[src/rtl/uart_rx_controller.sv]
// UART receive-side controller: 16x baud tick generator, rx_doneTick capture
// through a synchronizer, and a first-word fall-through byte FIFO with overrun/irq.
module uart_rx_controller #(
    parameter int unsigned FIFO_DEPTH = 4,
    parameter int unsigned DIV_W      = 16
) (
    input  logic                          clk,
    input  logic                          rst,
    input  logic                          rx_enable,
    input  logic [DIV_W-1:0]              baud_div,
    output logic                          s_tick,
    input  logic                          rx_doneTick,
    input  logic [7:0]                    rx_dataOut,
    input  logic                          rd_en,
    output logic [7:0]                    rd_data,
    output logic                          rx_valid,
    output logic [$clog2(FIFO_DEPTH):0]   fifo_count,
    output logic                          overrun,
    input  logic                          clr_overrun,
    output logic                          irq
);

    localparam int unsigned PTR_W = $clog2(FIFO_DEPTH);
    localparam int unsigned CNT_W = PTR_W + 1;

    // Tick generator state
    logic [DIV_W-1:0] div_cnt_q, div_cnt_d;
    logic             s_tick_q, s_tick_d;

    // Capture synchronizer, delayed copy and post-reset priming shift register
    logic             sync1_q, sync2_q, sync_dly_q;
    logic [2:0]       prime_q, prime_d;
    logic             rise_det;

    // FIFO state
    logic [7:0]       mem_q [FIFO_DEPTH];
    logic [PTR_W-1:0] wr_ptr_q, wr_ptr_d;
    logic [PTR_W-1:0] rd_ptr_q, rd_ptr_d;
    logic [CNT_W-1:0] count_q, count_d;
    logic [7:0]       rd_data_q, rd_data_d;
    logic             rx_valid_q, rx_valid_d;
    logic             overrun_q, overrun_d;
    logic             irq_q, irq_d;

    logic             push_req, do_push, do_pop, fifo_full;

    // Edges are only trusted once the delayed copy holds a real sample, so a
    // strobe already high at reset release never looks like a new rise.
    assign rise_det  = sync2_q & ~sync_dly_q & prime_q[2];
    assign fifo_full = (count_q == CNT_W'(FIFO_DEPTH));
    assign push_req  = rise_det & rx_enable;
    assign do_pop    = rd_en & rx_valid_q;
    assign do_push   = push_req & (~fifo_full | do_pop);

    always_comb begin
        div_cnt_d  = '0;
        s_tick_d   = 1'b0;
        prime_d    = {prime_q[1:0], 1'b1};
        wr_ptr_d   = wr_ptr_q;
        rd_ptr_d   = rd_ptr_q;
        count_d    = count_q;
        overrun_d  = overrun_q;
        rd_data_d  = 8'h00;
        rx_valid_d = 1'b0;
        irq_d      = 1'b0;

        if (rx_enable) begin
            if (div_cnt_q >= baud_div) begin
                s_tick_d = 1'b1;
            end else begin
                div_cnt_d = div_cnt_q + DIV_W'(1);
            end
        end

        if (do_push) begin
            wr_ptr_d = wr_ptr_q + PTR_W'(1);
        end
        if (do_pop) begin
            rd_ptr_d = rd_ptr_q + PTR_W'(1);
        end
        case ({do_push, do_pop})
            2'b10:   count_d = count_q + CNT_W'(1);
            2'b01:   count_d = count_q - CNT_W'(1);
            default: count_d = count_q;
        endcase

        // A new overrun wins over a simultaneous clear.
        if (push_req && fifo_full && !do_pop) begin
            overrun_d = 1'b1;
        end else if (clr_overrun) begin
            overrun_d = 1'b0;
        end

        // Next head: the byte being written when it lands at the new read pointer.
        rx_valid_d = (count_d != '0);
        if (rx_valid_d) begin
            if (do_push && (rd_ptr_d == wr_ptr_q)) begin
                rd_data_d = rx_dataOut;
            end else begin
                rd_data_d = mem_q[rd_ptr_d];
            end
        end
        irq_d = rx_valid_d | overrun_d;
    end

    always_ff @(posedge clk or posedge rst) begin
        if (rst) begin
            div_cnt_q  <= '0;
            s_tick_q   <= 1'b0;
            sync1_q    <= 1'b0;
            sync2_q    <= 1'b0;
            sync_dly_q <= 1'b0;
            prime_q    <= '0;
            wr_ptr_q   <= '0;
            rd_ptr_q   <= '0;
            count_q    <= '0;
            rd_data_q  <= 8'h00;
            rx_valid_q <= 1'b0;
            overrun_q  <= 1'b0;
            irq_q      <= 1'b0;
        end else begin
            div_cnt_q  <= div_cnt_d;
            s_tick_q   <= s_tick_d;
            sync1_q    <= rx_doneTick;
            sync2_q    <= sync1_q;
            sync_dly_q <= sync2_q;
            prime_q    <= prime_d;
            wr_ptr_q   <= wr_ptr_d;
            rd_ptr_q   <= rd_ptr_d;
            count_q    <= count_d;
            rd_data_q  <= rd_data_d;
            rx_valid_q <= rx_valid_d;
            overrun_q  <= overrun_d;
            irq_q      <= irq_d;
        end
    end

    // Storage needs no reset; the pointers define what is valid.
    always_ff @(posedge clk) begin
        if (do_push) begin
            mem_q[wr_ptr_q] <= rx_dataOut;
        end
    end

    assign s_tick     = s_tick_q;
    assign rd_data    = rd_data_q;
    assign rx_valid   = rx_valid_q;
    assign fifo_count = count_q;
    assign overrun    = overrun_q;
    assign irq        = irq_q;

endmodule

[config.mk]
export PLATFORM = sky130hd
export DESIGN_NAME = uart_rx_controller
export DESIGN_NICKNAME = d
export VERILOG_FILES = /design/src/rtl/uart_rx_controller.sv
export SDC_FILE = /design/constraint.sdc
export NUM_CORES = 1
export LEC_CHECK = 0
export BUFFER_PORTS_ARGS = -buffer_cell sky130_fd_sc_hd__buf_2
export CAP_MARGIN = 25
export CORE_ASPECT_RATIO = 0.9
export CORE_MARGIN = 2
export CORE_UTILIZATION = 55
export DETAILED_ROUTE_END_ITERATION = 10
export GPL_ROUTABILITY_DRIVEN = 0
export PLACE_DENSITY = 0.85
export REMOVE_ABC_BUFFERS = 1
export SKIP_CTS_REPAIR_TIMING = 1
export SYNTH_ARGS = -nofsm -noshare
export SYNTH_HDL_FRONTEND = slang
export SYNTH_SLANG_ARGS = --single-unit
[constraint.sdc]
create_clock -name clk -period 3.55 [get_ports clk]
set_input_delay 0.5325 -clock clk [delete_from_list [all_inputs] [get_ports clk]]
set_output_delay 0.5325 -clock clk [all_outputs]
set_load 0.01 [all_outputs]
==> impl_metrics.toml <==
[timing]
rsz0062_at_grt = "false"
finalHoldViolations = 0
tightest_slew_ns = 0.756
finalSetupTns_ns = 0
setup_violations = 0
final.setup.worst_slack_ns = 0.996
relSlewSlack = 0.492
fin_skew_ns = 0.00950
fmax_ghz = 0.391
post-route-period-util = 0.720
post-route-min-period_ns = 2.55
hold_ws_ns = 0.109
slew_violations = 0

[finish]
fillers = 503
final_cell_mix = "44 x buf_2, 41 x dfrtp_1, 32 x edfxtp_1"
num_antenna_cells = 0
areaGrowthSynthToFinish_pct = 14.3
regArea_um2 = 1990
layout.nets = 429
final_common_cell = "buf_2"
layout-drive-gt1-share = 0.225
final_util = 0.657
multi_input_area_um2 = 1660

[detailed_routing]
drtPass1Iterations = 4
drt_iter0_markers = 223
antenna_left = 0
via_count = 2829
routedWlPerCell_um = 17.4
post_drt_via_cell_ratio = 5.99
drt_wl_total_mm = 8.22
route.detailed.drc = 0

[worst_hold_path]
hold_path_class = "in -> async"

[floorplanning]
core-area_um2 = 6660
ioPinCount = 45
fp.dieH_um = 83.1
die_w_um = 91.9
initial_core_util = 0.574
dieArea_um2 = 7630
rows = 28

[synth]
synth_edf_count = 32
ys_warn_count = 0
postSynthAreaPerCell_um2 = 11.5
synth-main-ff-cell = "dfrtp_1"
synthDistinctLibCells = 54
syn_area_um2 = 3820
ys_seq_area_frac = 0.520
netlist_instances = 331
ys_seq_elements = 73
async_flop_share = 0.562

[clocking]
cts-root-buf = "clkbuf_8"
clk_latency_ns = 0.35
clk_path_buf_depth = 2
cts_tree = "done"
clkSinkCount = 73
cts_made_buffers = 9
cts.htree.levels = 3
cts.clk_slew.worst_paths_ns = 0.08

[global_routing]
grt_antenna_before_repair = 0
grt_usage = 0.224
grt_overflow_total = 0
grt_pass1_vias = 2742
grt_pass1_wl_mm = 13.4
grt_max_degree = 30

[pwr]
p_leak_nw = 1.95
irDropWorstVdd_v = 0.000308
powerDensity_nw_per_um2 = 641

[critical_path]
crit_fanout = 10
critical-path-slowest-cell = "o211ai_4"
cpPeakStageDelay_ns = 0.52
worstPathArrival_ns = 2.77
start_kind = "flip-flop"
cp-end-kind = "flip-flop"
required_ns = 3.76
path_class = "reg -> reg"
crit_path_cell_trace = "and4b_1 > nor2_1 > inv_1 > fa_1 > nor4_2 > o21ai_2 > o211ai_4 > a211oi_2"

[run]
maxCapViolCount = 0

[outcome]
status = "complete, no violations"

[place]
placement.io_buffers = 44
dp.final_hpwl_mm = 5.43
post-place-ws_ns = 0.743
==> registers in the layout, summed over array words and instances (netlist names) <==
signal / cells
mem_q: 32
div_cnt_q: 16
rd_data: 8
fifo_count: 3
prime_q: 3
rd_ptr_q: 2
wr_ptr_q: 2
irq: 1
overrun: 1
rx_valid: 1
s_tick: 1
sync1_q: 1
sync2_q: 1
sync_dly_q: 1
==> metal layers <==
layer / track usage / up-vias / part of all wire
met5: 0 / - / 0
met4: 0.114 / 0 / 0.022
met3: 0.0426 / 18 / 0.060
met2: 0.332 / 111 / 0.47
met1: 0.318 / 1404 / 0.44
li1: - / 1296 / -
==> critical path, delay by kind of cell, from the launching register on <==
family                   cells  cell delay [ns]
adder cells (fa/ha/maj)      1             0.45
AND/OR/NAND/NOR              3             0.76
buffers and inverters        1             0.08
AO/OA/AOI/OAI                3             0.72
flip-flops                   1             0.41
==> where the power goes <==
| group | switching, mW | leakage, nW | internal [mW] |
|---|---|---|---|
| clock | 0.314 | 0.106 | 0.392 |
| sequential | 0.110 | 0.802 | 0.996 |
| combinational | 0.540 | 1.04 | 0.450 |
==> synthesized netlist by cell type, types with 9 or more instances <==
cell type   n  area, um^2
ha_1       21         263
and3_1     10        62.6
nor3_1     21         105
nand2_1    13        48.8
edfxtp_1   32         961
o21ai_0    11        55.1
nor2_1     22        82.6
xor2_1      9        78.8
dfrtp_1    41        1030
inv_1      25        93.8
xnor2_1    11        96.3
a31oi_1    12        75.1
==> per-stage QoR <==
step,power (mW),std cells,cell area [um^2]
final,2.80,472,4370
after global routing,2.93,472,4370
after CTS,2.78,471,4350
after detailed placement,2.09,455,4140
after global placement,2.03,454,4110
after floorplan,1.80,316,3740
==> area by class of cell <==
class | instances | area share
Sequential cell | 73 | 0.455
Multi-Input combinational cell | 216 | 0.379
Timing Repair Buffer | 50 | 0.0693
Clock buffer | 10 | 0.0292
Tap cell | 90 | 0.0258
Inverter | 27 | 0.0232
Clock inverter | 6 | 0.0189
==> path summary, 6_finish.rpt <==
| path | endpoint | cells past startpoint | slack (ns) | start |
|---|---|---|---|---|
| worst max-delay path | rd_data[4] | 8 | 1.0 | sync2_q |
| worst min-delay path | prime_q[0] | 2 | 0.11 | rst |
| min in group clk | sync1_q | 1 | 0.29 | rx_doneTick |
| max in group asynchronous | div_cnt_q[10] | 3 | 3.02 | rst |
| worst min register to register | sync2_q | 0 | 0.35 | sync1_q |
| worst max register to register | rd_data[4] | 8 | 1.0 | sync2_q |
==> logic make-up (layout without fill, tap and decap cells) <==
group | after synthesis | count (layout) | share of synthesized area
and+or+nand+nor | 95 | 95 | 0.137
AOI/OAI and AO/OA | 68 | 68 | 0.145
xor gates and xnor gates | 21 | 21 | 0.0517
muxes | 9 | 9 | 0.0242
DFF | 73 | 73 | 0.520
buffers and inverters | 42 | 93 | 0.0468
other | 1 | 1 | 0.000981
adders and majority gates | 22 | 22 | 0.0740
(Power assumes the default switching activity.)
